## src/rtl/btb_update_sched_if.sv

```systemverilog
// BTB update bus: ex mispredict strobe, sw write handshake
// and the registered BTB write port.
interface btb_update_sched_if #(
  parameter int unsigned VLEN = 64
) ();
  logic            ex_valid_i;
  logic [VLEN-1:0] ex_pc_i;
  logic [VLEN-1:0] ex_target_i;
  logic            sw_valid_i;
  logic            sw_ready_o;
  logic [VLEN-1:0] sw_pc_i;
  logic [VLEN-1:0] sw_target_i;
  logic            sw_set_valid_i;
  logic            upd_valid_o;
  logic [VLEN-1:0] upd_pc_o;
  logic [VLEN-1:0] upd_target_o;
  logic            upd_entry_valid_o;

  modport master (
    output ex_valid_i, ex_pc_i, ex_target_i,
    output sw_valid_i, sw_pc_i, sw_target_i,
    output sw_set_valid_i,
    input  sw_ready_o,
    input  upd_valid_o, upd_pc_o, upd_target_o,
    input  upd_entry_valid_o
  );

  modport slave (
    input  ex_valid_i, ex_pc_i, ex_target_i,
    input  sw_valid_i, sw_pc_i, sw_target_i,
    input  sw_set_valid_i,
    output sw_ready_o,
    output upd_valid_o, upd_pc_o, upd_target_o,
    output upd_entry_valid_o
  );
endinterface

```

## src/rtl/btb_update_sched.sv

```systemverilog
// BTB write scheduler: mispredict FIFO, sw writes and a
// one-entry-per-cycle invalidation walk on one write port.
module btb_update_sched #(
  parameter int unsigned VLEN            = 64,
  parameter int unsigned NR_ENTRIES      = 8,
  parameter int unsigned INSTR_PER_FETCH = 2,
  parameter bit          RVC             = 1'b1,
  parameter int unsigned FIFO_DEPTH      = 4
) (
  input  logic        clk_i,
  input  logic        rst_i,
  input  logic        flush_i,
  input  logic        debug_mode_i,
  btb_update_sched_if.slave bus,
  output logic        walk_active_o,
  output logic        flush_done_o,
  output logic [15:0] drop_cnt_o
);
  localparam int unsigned OFFSET = RVC ? 1 : 2;
  localparam int unsigned IW =
    (NR_ENTRIES > 1) ? $clog2(NR_ENTRIES) : 1;
  localparam int unsigned AW = $clog2(FIFO_DEPTH);
  localparam int unsigned ROWS =
    NR_ENTRIES / INSTR_PER_FETCH;
  localparam logic [IW-1:0] LAST_IDX =
    IW'(ROWS * INSTR_PER_FETCH - 1);

  typedef enum logic {IDLE, WALK} state_e;

  typedef struct packed {
    logic [VLEN-1:0] pc;
    logic [VLEN-1:0] target;
  } upd_t;

  state_e        state_q, state_d;
  logic [IW-1:0] idx_q;
  logic          rr_last_q;
  logic [AW:0]   wptr_q, rptr_q;
  upd_t          mem [FIFO_DEPTH];
  upd_t          head;

  logic arb_en, walk_wr, walk_last;
  logic empty, full;
  logic req_f, req_s, gnt_f, gnt_s;
  logic push_req, push, drop;

  assign head  = mem[rptr_q[AW-1:0]];
  assign empty = (wptr_q == rptr_q);
  assign full  = (wptr_q[AW] != rptr_q[AW]) &&
                 (wptr_q[AW-1:0] == rptr_q[AW-1:0]);

  always_ff @(posedge clk_i) begin
    if (rst_i) state_q <= IDLE;
    else       state_q <= state_d;
  end

  always_comb begin
    state_d = state_q;
    unique case (state_q)
      IDLE: if (flush_i) state_d = WALK;
      WALK: begin
        if (flush_i)        state_d = WALK;
        else if (walk_last) state_d = IDLE;
      end
    endcase
  end

  always_comb begin
    walk_active_o = 1'b0;
    arb_en        = 1'b0;
    walk_wr       = 1'b0;
    unique case (state_q)
      IDLE: arb_en = !flush_i && !debug_mode_i;
      WALK: begin
        walk_active_o = 1'b1;
        walk_wr       = !flush_i;
      end
    endcase
  end

  assign walk_last = walk_wr && (idx_q == LAST_IDX);

  // Contended grants go to whoever was not served last.
  assign req_f = !empty;
  assign req_s = bus.sw_valid_i;
  assign gnt_f = arb_en && req_f && (!req_s || rr_last_q);
  assign gnt_s = arb_en && req_s && (!req_f || !rr_last_q);
  assign bus.sw_ready_o = gnt_s;

  assign push_req = arb_en && bus.ex_valid_i;
  assign push     = push_req && (!full || gnt_f);
  assign drop     = push_req && full && !gnt_f;

  always_ff @(posedge clk_i) begin
    if (rst_i || flush_i) begin
      wptr_q <= '0;
      rptr_q <= '0;
    end else begin
      if (push)  wptr_q <= wptr_q + 1'b1;
      if (gnt_f) rptr_q <= rptr_q + 1'b1;
    end
  end

  always_ff @(posedge clk_i) begin
    if (push)
      mem[wptr_q[AW-1:0]] <= '{pc: bus.ex_pc_i,
                               target: bus.ex_target_i};
  end

  always_ff @(posedge clk_i) begin
    if (rst_i)              rr_last_q <= 1'b0;
    else if (gnt_f || gnt_s) rr_last_q <= gnt_s;
  end

  always_ff @(posedge clk_i) begin
    if (rst_i || flush_i) idx_q <= '0;
    else if (walk_wr)
      idx_q <= walk_last ? '0 : idx_q + 1'b1;
  end

  always_ff @(posedge clk_i) begin
    if (rst_i) begin
      bus.upd_valid_o       <= 1'b0;
      bus.upd_pc_o          <= '0;
      bus.upd_target_o      <= '0;
      bus.upd_entry_valid_o <= 1'b0;
    end else begin
      bus.upd_valid_o <= walk_wr || gnt_f || gnt_s;
      unique case (1'b1)
        walk_wr: begin
          bus.upd_pc_o          <= VLEN'(idx_q) << OFFSET;
          bus.upd_target_o      <= '0;
          bus.upd_entry_valid_o <= 1'b0;
        end
        gnt_f: begin
          bus.upd_pc_o          <= head.pc;
          bus.upd_target_o      <= head.target;
          bus.upd_entry_valid_o <= 1'b1;
        end
        gnt_s: begin
          bus.upd_pc_o          <= bus.sw_pc_i;
          bus.upd_target_o      <= bus.sw_target_i;
          bus.upd_entry_valid_o <= bus.sw_set_valid_i;
        end
        default: ;
      endcase
    end
  end

  // An aborted walk never reaches walk_last, so no stray pulse.
  always_ff @(posedge clk_i) begin
    if (rst_i) flush_done_o <= 1'b0;
    else       flush_done_o <= walk_last;
  end

  always_ff @(posedge clk_i) begin
    if (rst_i)
      drop_cnt_o <= '0;
    else if (drop && drop_cnt_o != 16'hFFFF)
      drop_cnt_o <= drop_cnt_o + 16'd1;
  end
endmodule

```

## src/flat_wrapper.sv

```systemverilog
// flat-port wrapper written by rule: the top's interface ports become plain ports
module btb_update_sched_flat 
#(
  parameter int unsigned VLEN            = 64,
  parameter int unsigned NR_ENTRIES      = 8,
  parameter int unsigned INSTR_PER_FETCH = 2,
  parameter bit          RVC             = 1'b1,
  parameter int unsigned FIFO_DEPTH      = 4
)
  (clk_i, rst_i, flush_i, debug_mode_i, walk_active_o, flush_done_o, drop_cnt_o, bus_ex_valid_i, bus_ex_pc_i, bus_ex_target_i, bus_sw_valid_i, bus_sw_pc_i, bus_sw_target_i, bus_sw_set_valid_i, bus_sw_ready_o, bus_upd_valid_o, bus_upd_pc_o, bus_upd_target_o, bus_upd_entry_valid_o);
  btb_update_sched_if #(.VLEN(VLEN)) bus_i ();
  input  logic clk_i;
  input  logic rst_i;
  input  logic flush_i;
  input  logic debug_mode_i;
  output logic walk_active_o;
  output logic flush_done_o;
  output logic [15:0] drop_cnt_o;
  input wire logic [$bits(bus_i.ex_valid_i)-1:0] bus_ex_valid_i;
  input wire logic [$bits(bus_i.ex_pc_i)-1:0] bus_ex_pc_i;
  input wire logic [$bits(bus_i.ex_target_i)-1:0] bus_ex_target_i;
  input wire logic [$bits(bus_i.sw_valid_i)-1:0] bus_sw_valid_i;
  input wire logic [$bits(bus_i.sw_pc_i)-1:0] bus_sw_pc_i;
  input wire logic [$bits(bus_i.sw_target_i)-1:0] bus_sw_target_i;
  input wire logic [$bits(bus_i.sw_set_valid_i)-1:0] bus_sw_set_valid_i;
  output wire logic [$bits(bus_i.sw_ready_o)-1:0] bus_sw_ready_o;
  output wire logic [$bits(bus_i.upd_valid_o)-1:0] bus_upd_valid_o;
  output wire logic [$bits(bus_i.upd_pc_o)-1:0] bus_upd_pc_o;
  output wire logic [$bits(bus_i.upd_target_o)-1:0] bus_upd_target_o;
  output wire logic [$bits(bus_i.upd_entry_valid_o)-1:0] bus_upd_entry_valid_o;
  assign bus_i.ex_valid_i = bus_ex_valid_i;
  assign bus_i.ex_pc_i = bus_ex_pc_i;
  assign bus_i.ex_target_i = bus_ex_target_i;
  assign bus_i.sw_valid_i = bus_sw_valid_i;
  assign bus_i.sw_pc_i = bus_sw_pc_i;
  assign bus_i.sw_target_i = bus_sw_target_i;
  assign bus_i.sw_set_valid_i = bus_sw_set_valid_i;
  assign bus_sw_ready_o = bus_i.sw_ready_o;
  assign bus_upd_valid_o = bus_i.upd_valid_o;
  assign bus_upd_pc_o = bus_i.upd_pc_o;
  assign bus_upd_target_o = bus_i.upd_target_o;
  assign bus_upd_entry_valid_o = bus_i.upd_entry_valid_o;
  btb_update_sched #(.VLEN(VLEN), .NR_ENTRIES(NR_ENTRIES), .INSTR_PER_FETCH(INSTR_PER_FETCH), .RVC(RVC), .FIFO_DEPTH(FIFO_DEPTH)) u_core (.clk_i(clk_i), .rst_i(rst_i), .flush_i(flush_i), .debug_mode_i(debug_mode_i), .bus(bus_i), .walk_active_o(walk_active_o), .flush_done_o(flush_done_o), .drop_cnt_o(drop_cnt_o));
endmodule
```

## config.mk

```make
export PLATFORM = sky130hd
export DESIGN_NAME = btb_update_sched_flat
export DESIGN_NICKNAME = d
export VERILOG_FILES = /design/src/rtl/btb_update_sched_if.sv /design/src/rtl/btb_update_sched.sv /design/src/flat_wrapper.sv
export SDC_FILE = /design/constraint.sdc
export NUM_CORES = 1
export LEC_CHECK = 0
export BUFFER_PORTS_ARGS = -buffer_cell sky130_fd_sc_hd__buf_2
export CAP_MARGIN = 30
export CORE_ASPECT_RATIO = 0.6
export CORE_MARGIN = 5
export CORE_UTILIZATION = 35
export DETAILED_ROUTE_END_ITERATION = 12
export PLACE_DENSITY_LB_ADDON = 0.12
export REMOVE_ABC_BUFFERS = 1
export SLEW_MARGIN = 40
export SYNTH_ARGS = -nofsm -noshare
export SYNTH_HDL_FRONTEND = slang
export SYNTH_SLANG_ARGS = --single-unit
```

## constraint.sdc

```tcl
create_clock -name clk_i -period 6.4 [get_ports clk_i]
set_input_delay 0.32 -clock clk_i [delete_from_list [all_inputs] [get_ports clk_i]]
set_output_delay 0.32 -clock clk_i [all_outputs]
set_load 0.1 [all_outputs]
```

==> run summary <==
Post-Synth XOR/XNOR Area -> 0.856%
Startpoint Class -> input pin
RSZ-0062 raised after global routing -> no
Post-Synth Simple-Gate Area -> 6.19%
Worst vdd ir -> 0.000146 V
Synth Area in Compound Gates -> 5.05%
Comb pwr share -> 9.8%
Worst Path Arrival -> 3890 ps
Period minus WS final -> 3670 ps
Most common cell after layout, fill and taps aside -> edfxtp_1
Residual DRC -> 0
Ys async rst share -> 0%
Synth top area cells -> edfxtp_1, dfxtp_1, mux4_2
Distinct cell type count after synthesis -> 40
Sw power -> 2.36 mW
Cell count of the worst reg-to-reg path -> 4
Outcome -> finished, final reports clean
Vias in the first global route -> 15.5k
CP required -> 6620 ps
Via count -> 15.0k
Max Cap Viol -> 0
Layout Skew -> 23.1 ps
DRT iter0 DRCs -> 977
Num Clock Sinks -> 672
Die X -> 356 um
Flop pwr share -> 50.5%
Number of synthesized flops with an enable pin -> 512
Commonest cells after routing, fill and taps aside -> edfxtp_1, buf_2, nor2_1, dfxtp_1, dlygate4sd3_1
Post-Layout Inst Area -> 31,800 um2
GRT Total Usage -> 16.0%
P_int -> 7.16 mW
Setup Viol. Count Final -> 0
Fillers -> 6,406
Hold Vio Cnt, Final -> 0
Worst r2r src -> u_core.state_q$_SDFF_PP0_
Initial antenna violation count -> 7
Global-route wire length before repair -> 95,400 um
Hold_ws -> 55.6 ps
Mapped Area -> 25,100 um2
Placed cell areas -> 28,300 um2
Num ports -> 412
Drt total wl -> 63,400 um
Post-detailed-route count of antenna-violating nets -> 0
Die height -> 218 um
Initial Utilization -> 35.2%
Vias per cell -> 5.00
Hold Crit Start -> bus_sw_pc_i[7]
Routability Congestion -> 0.752
Largest net degree at the start of global routing -> 130
Setup_tns -> 0 ps
Hold endpoint -> u_core.bus.upd_pc_o[7]$_SDFFE_PP0P_
CTS tree -> built
IO buf count -> 411
H-tree levels -> 3
Longest Clk Path Bufs -> 3
Pwr/cell area -> 300 nW/um2
Clock Pin Slew Worst Setup and Hold Paths -> 60 ps
Worst slew pin tran -> 819 ps
Largest area contributor in the netlist -> edfxtp_1
Sw Share -> 24.8%
Num rows -> 76
Register-to-register setup slack -> 2770 ps
Num CTS Buffers -> 67
CTS Root Cell -> clkbuf_16
DRT Pass-1 Iters -> 7
Post-synthesis mux area share -> 11.6%
Mean post-synth cell area -> 17.6 um2
CP Max Fanout -> 85
Grt ovf -> 0
Post-synthesis sequential area ratio -> 73.9%
Adder-cell area share of the yosys netlist -> 0.398%
Core box area -> 71,400 um2
Worst hold stages -> 3
Ratio of cells with drive above 1 in the final layout -> 33.3%
Headroom to the max-slew limit -> 45.4%
Number of nets in the layout -> 2,231
Final Cycle Share -> 57.3%
Clock share of power -> 39.7%
P_leak -> 11.1 nW
DR WL/cell -> 21.2 um
Die area -> 77,400 um2
Worst Setup Path Type -> in2reg
Clk Latency, worst-skew pair -> 600 ps
Layout area overhead -> 26.5%
FMAX -> 273 MHz
Final core occ -> 44.5%
Critical R2R Capture -> u_core.mem[3][62]$_DFFE_PP_
Main combinational cell family by area after synthesis -> multiplexers
Slew Limit Fails -> 0
Hold WC Path Type -> in2reg
Flop and latch count out of synthesis -> 672
DP HPWL -> 38,600 um
Synthesis Warnings -> 0
Top_reg_cell synth -> edfxtp_1
Area fraction of the dominant cell type after synthesis -> 61.2%
Syn Inst Count -> 1,431
Setup crit end kind -> register
-- metal layers --
metal  vias up  wire length (um)  track usage (%)
li1       6868                 -                -
met5         -                37                0
met2       366             30100             25.9
met4         8              1350             4.14
met1      7621             28700             22.2
met3       105              3240             3.50
-- cells by family (layout without fill, tap and decap cells) --
logic type                 count (synthesis)  in the layout
AOI/OAI and AO/OA                        144            144
xor gates and xnor gates                  22             22
adders and majority gates                  8              8
buffers and inverters                    113            697
DFF                                      672            672
muxes                                    131            131
other                                      0              3
and+or+nand+nor                          341            341
-- through the flow --
stage,cells,power [mW],setup slack [ps]
after global placement,2724,5.75,2640
final,2993,9.53,2730
after detailed placement,2729,5.77,2640
after floorplan,1322,5.52,-992
after CTS,2987,9.67,2700
after global routing,2993,9.92,2500
-- sequential cells by signal, summed over array words and instances (netlist names), 3 cells and up, named ones only --
register,flops
u_core.bus.upd_target_o,64
u_core.mem,512
u_core.rptr_q,3
u_core.wptr_q,3
u_core.bus.upd_pc_o,64
u_core.drop_cnt_o,16
u_core.idx_q,3
-- power groups by stage --
stage                     clock network [mW]  logic [mW]  registers (mW)
after floorplan                            0       0.189            5.33
after global placement                     0       0.856            4.90
after detailed placement                   0       0.869            4.90
after CTS                               3.92       0.944            4.81
after global routing                    4.12       0.990            4.81
final                                   3.78       0.937            4.81
-- worst max-delay path, stage by stage --
cell,delay (ps)
dlygate4sd3_1,540
buf_2,150
or4b_1,790
a41oi_1,670
and2_4,760
buf_12,530
-- area by class of cell --
| cell class | instances | area, um2 | share of cell area [%] |
|---|---|---|---|
| clock inverters | 31 | 230 | 0.724 |
| inverters | 4 | 15.0 | 0.0472 |
| multi-input cells | 646 | 6090 | 19.1 |
| well taps | 975 | 1220 | 3.84 |
| diodes | 3 | 7.51 | 0.0236 |
| flip-flops and latches | 672 | 18600 | 58.5 |
| clock buffers | 93 | 1880 | 5.90 |
| repair buffers | 569 | 3770 | 11.9 |
-- repair_timing --
action                                 in CTS  in global routing
hold buffers                              134                  0
endpoints found under the hold margin     518                  0
gates resized for setup                     0                  0
setup buffers                               0                  0
-- cell usage after synthesis (3+ instances only) --
| cell type | number |
|---|---|
| ha_1 | 8 |
| nor2_1 | 163 |
| nand4_1 | 7 |
| buf_2 | 42 |
| nor3_1 | 127 |
| nand2_1 | 6 |
| mux2i_1 | 3 |
| xnor2_2 | 3 |
| nand3_1 | 9 |
| inv_1 | 4 |
| a222oi_1 | 3 |
| and4_1 | 3 |
| a221oi_1 | 126 |
| buf_4 | 5 |
| clkbuf_1 | 57 |
| a21oi_1 | 3 |
| xnor2_1 | 17 |
| buf_1 | 4 |
| edfxtp_1 | 512 |
| mux4_2 | 128 |
| a211oi_1 | 3 |
| dfxtp_1 | 160 |
| and2_1 | 4 |
| nor4_1 | 13 |
-- worst max path at each step --
stage          depth (start not counted)  slack (ps)                             endpoint                 startpoint
2_1_floorplan                          4        -990  u_core.bus.upd_pc_o[1]$_SDFFE_PP0P_  u_core.state_q$_SDFF_PP0_
3_3_place_gp                           5        2640          u_core.mem[2][49]$_DFFE_PP_                    flush_i
3_5_place_dp                           7        2640        u_core.wptr_q[2]$_SDFFE_PP0P_                    flush_i
4_1_cts                                6        2700        u_core.wptr_q[2]$_SDFFE_PP0P_  u_core.state_q$_SDFF_PP0_
5_1_grt                                6        2500        u_core.wptr_q[2]$_SDFFE_PP0P_  u_core.state_q$_SDFF_PP0_
6_report                               6        2730          u_core.mem[3][62]$_DFFE_PP_                    flush_i
(Power assumes the default switching activity.)
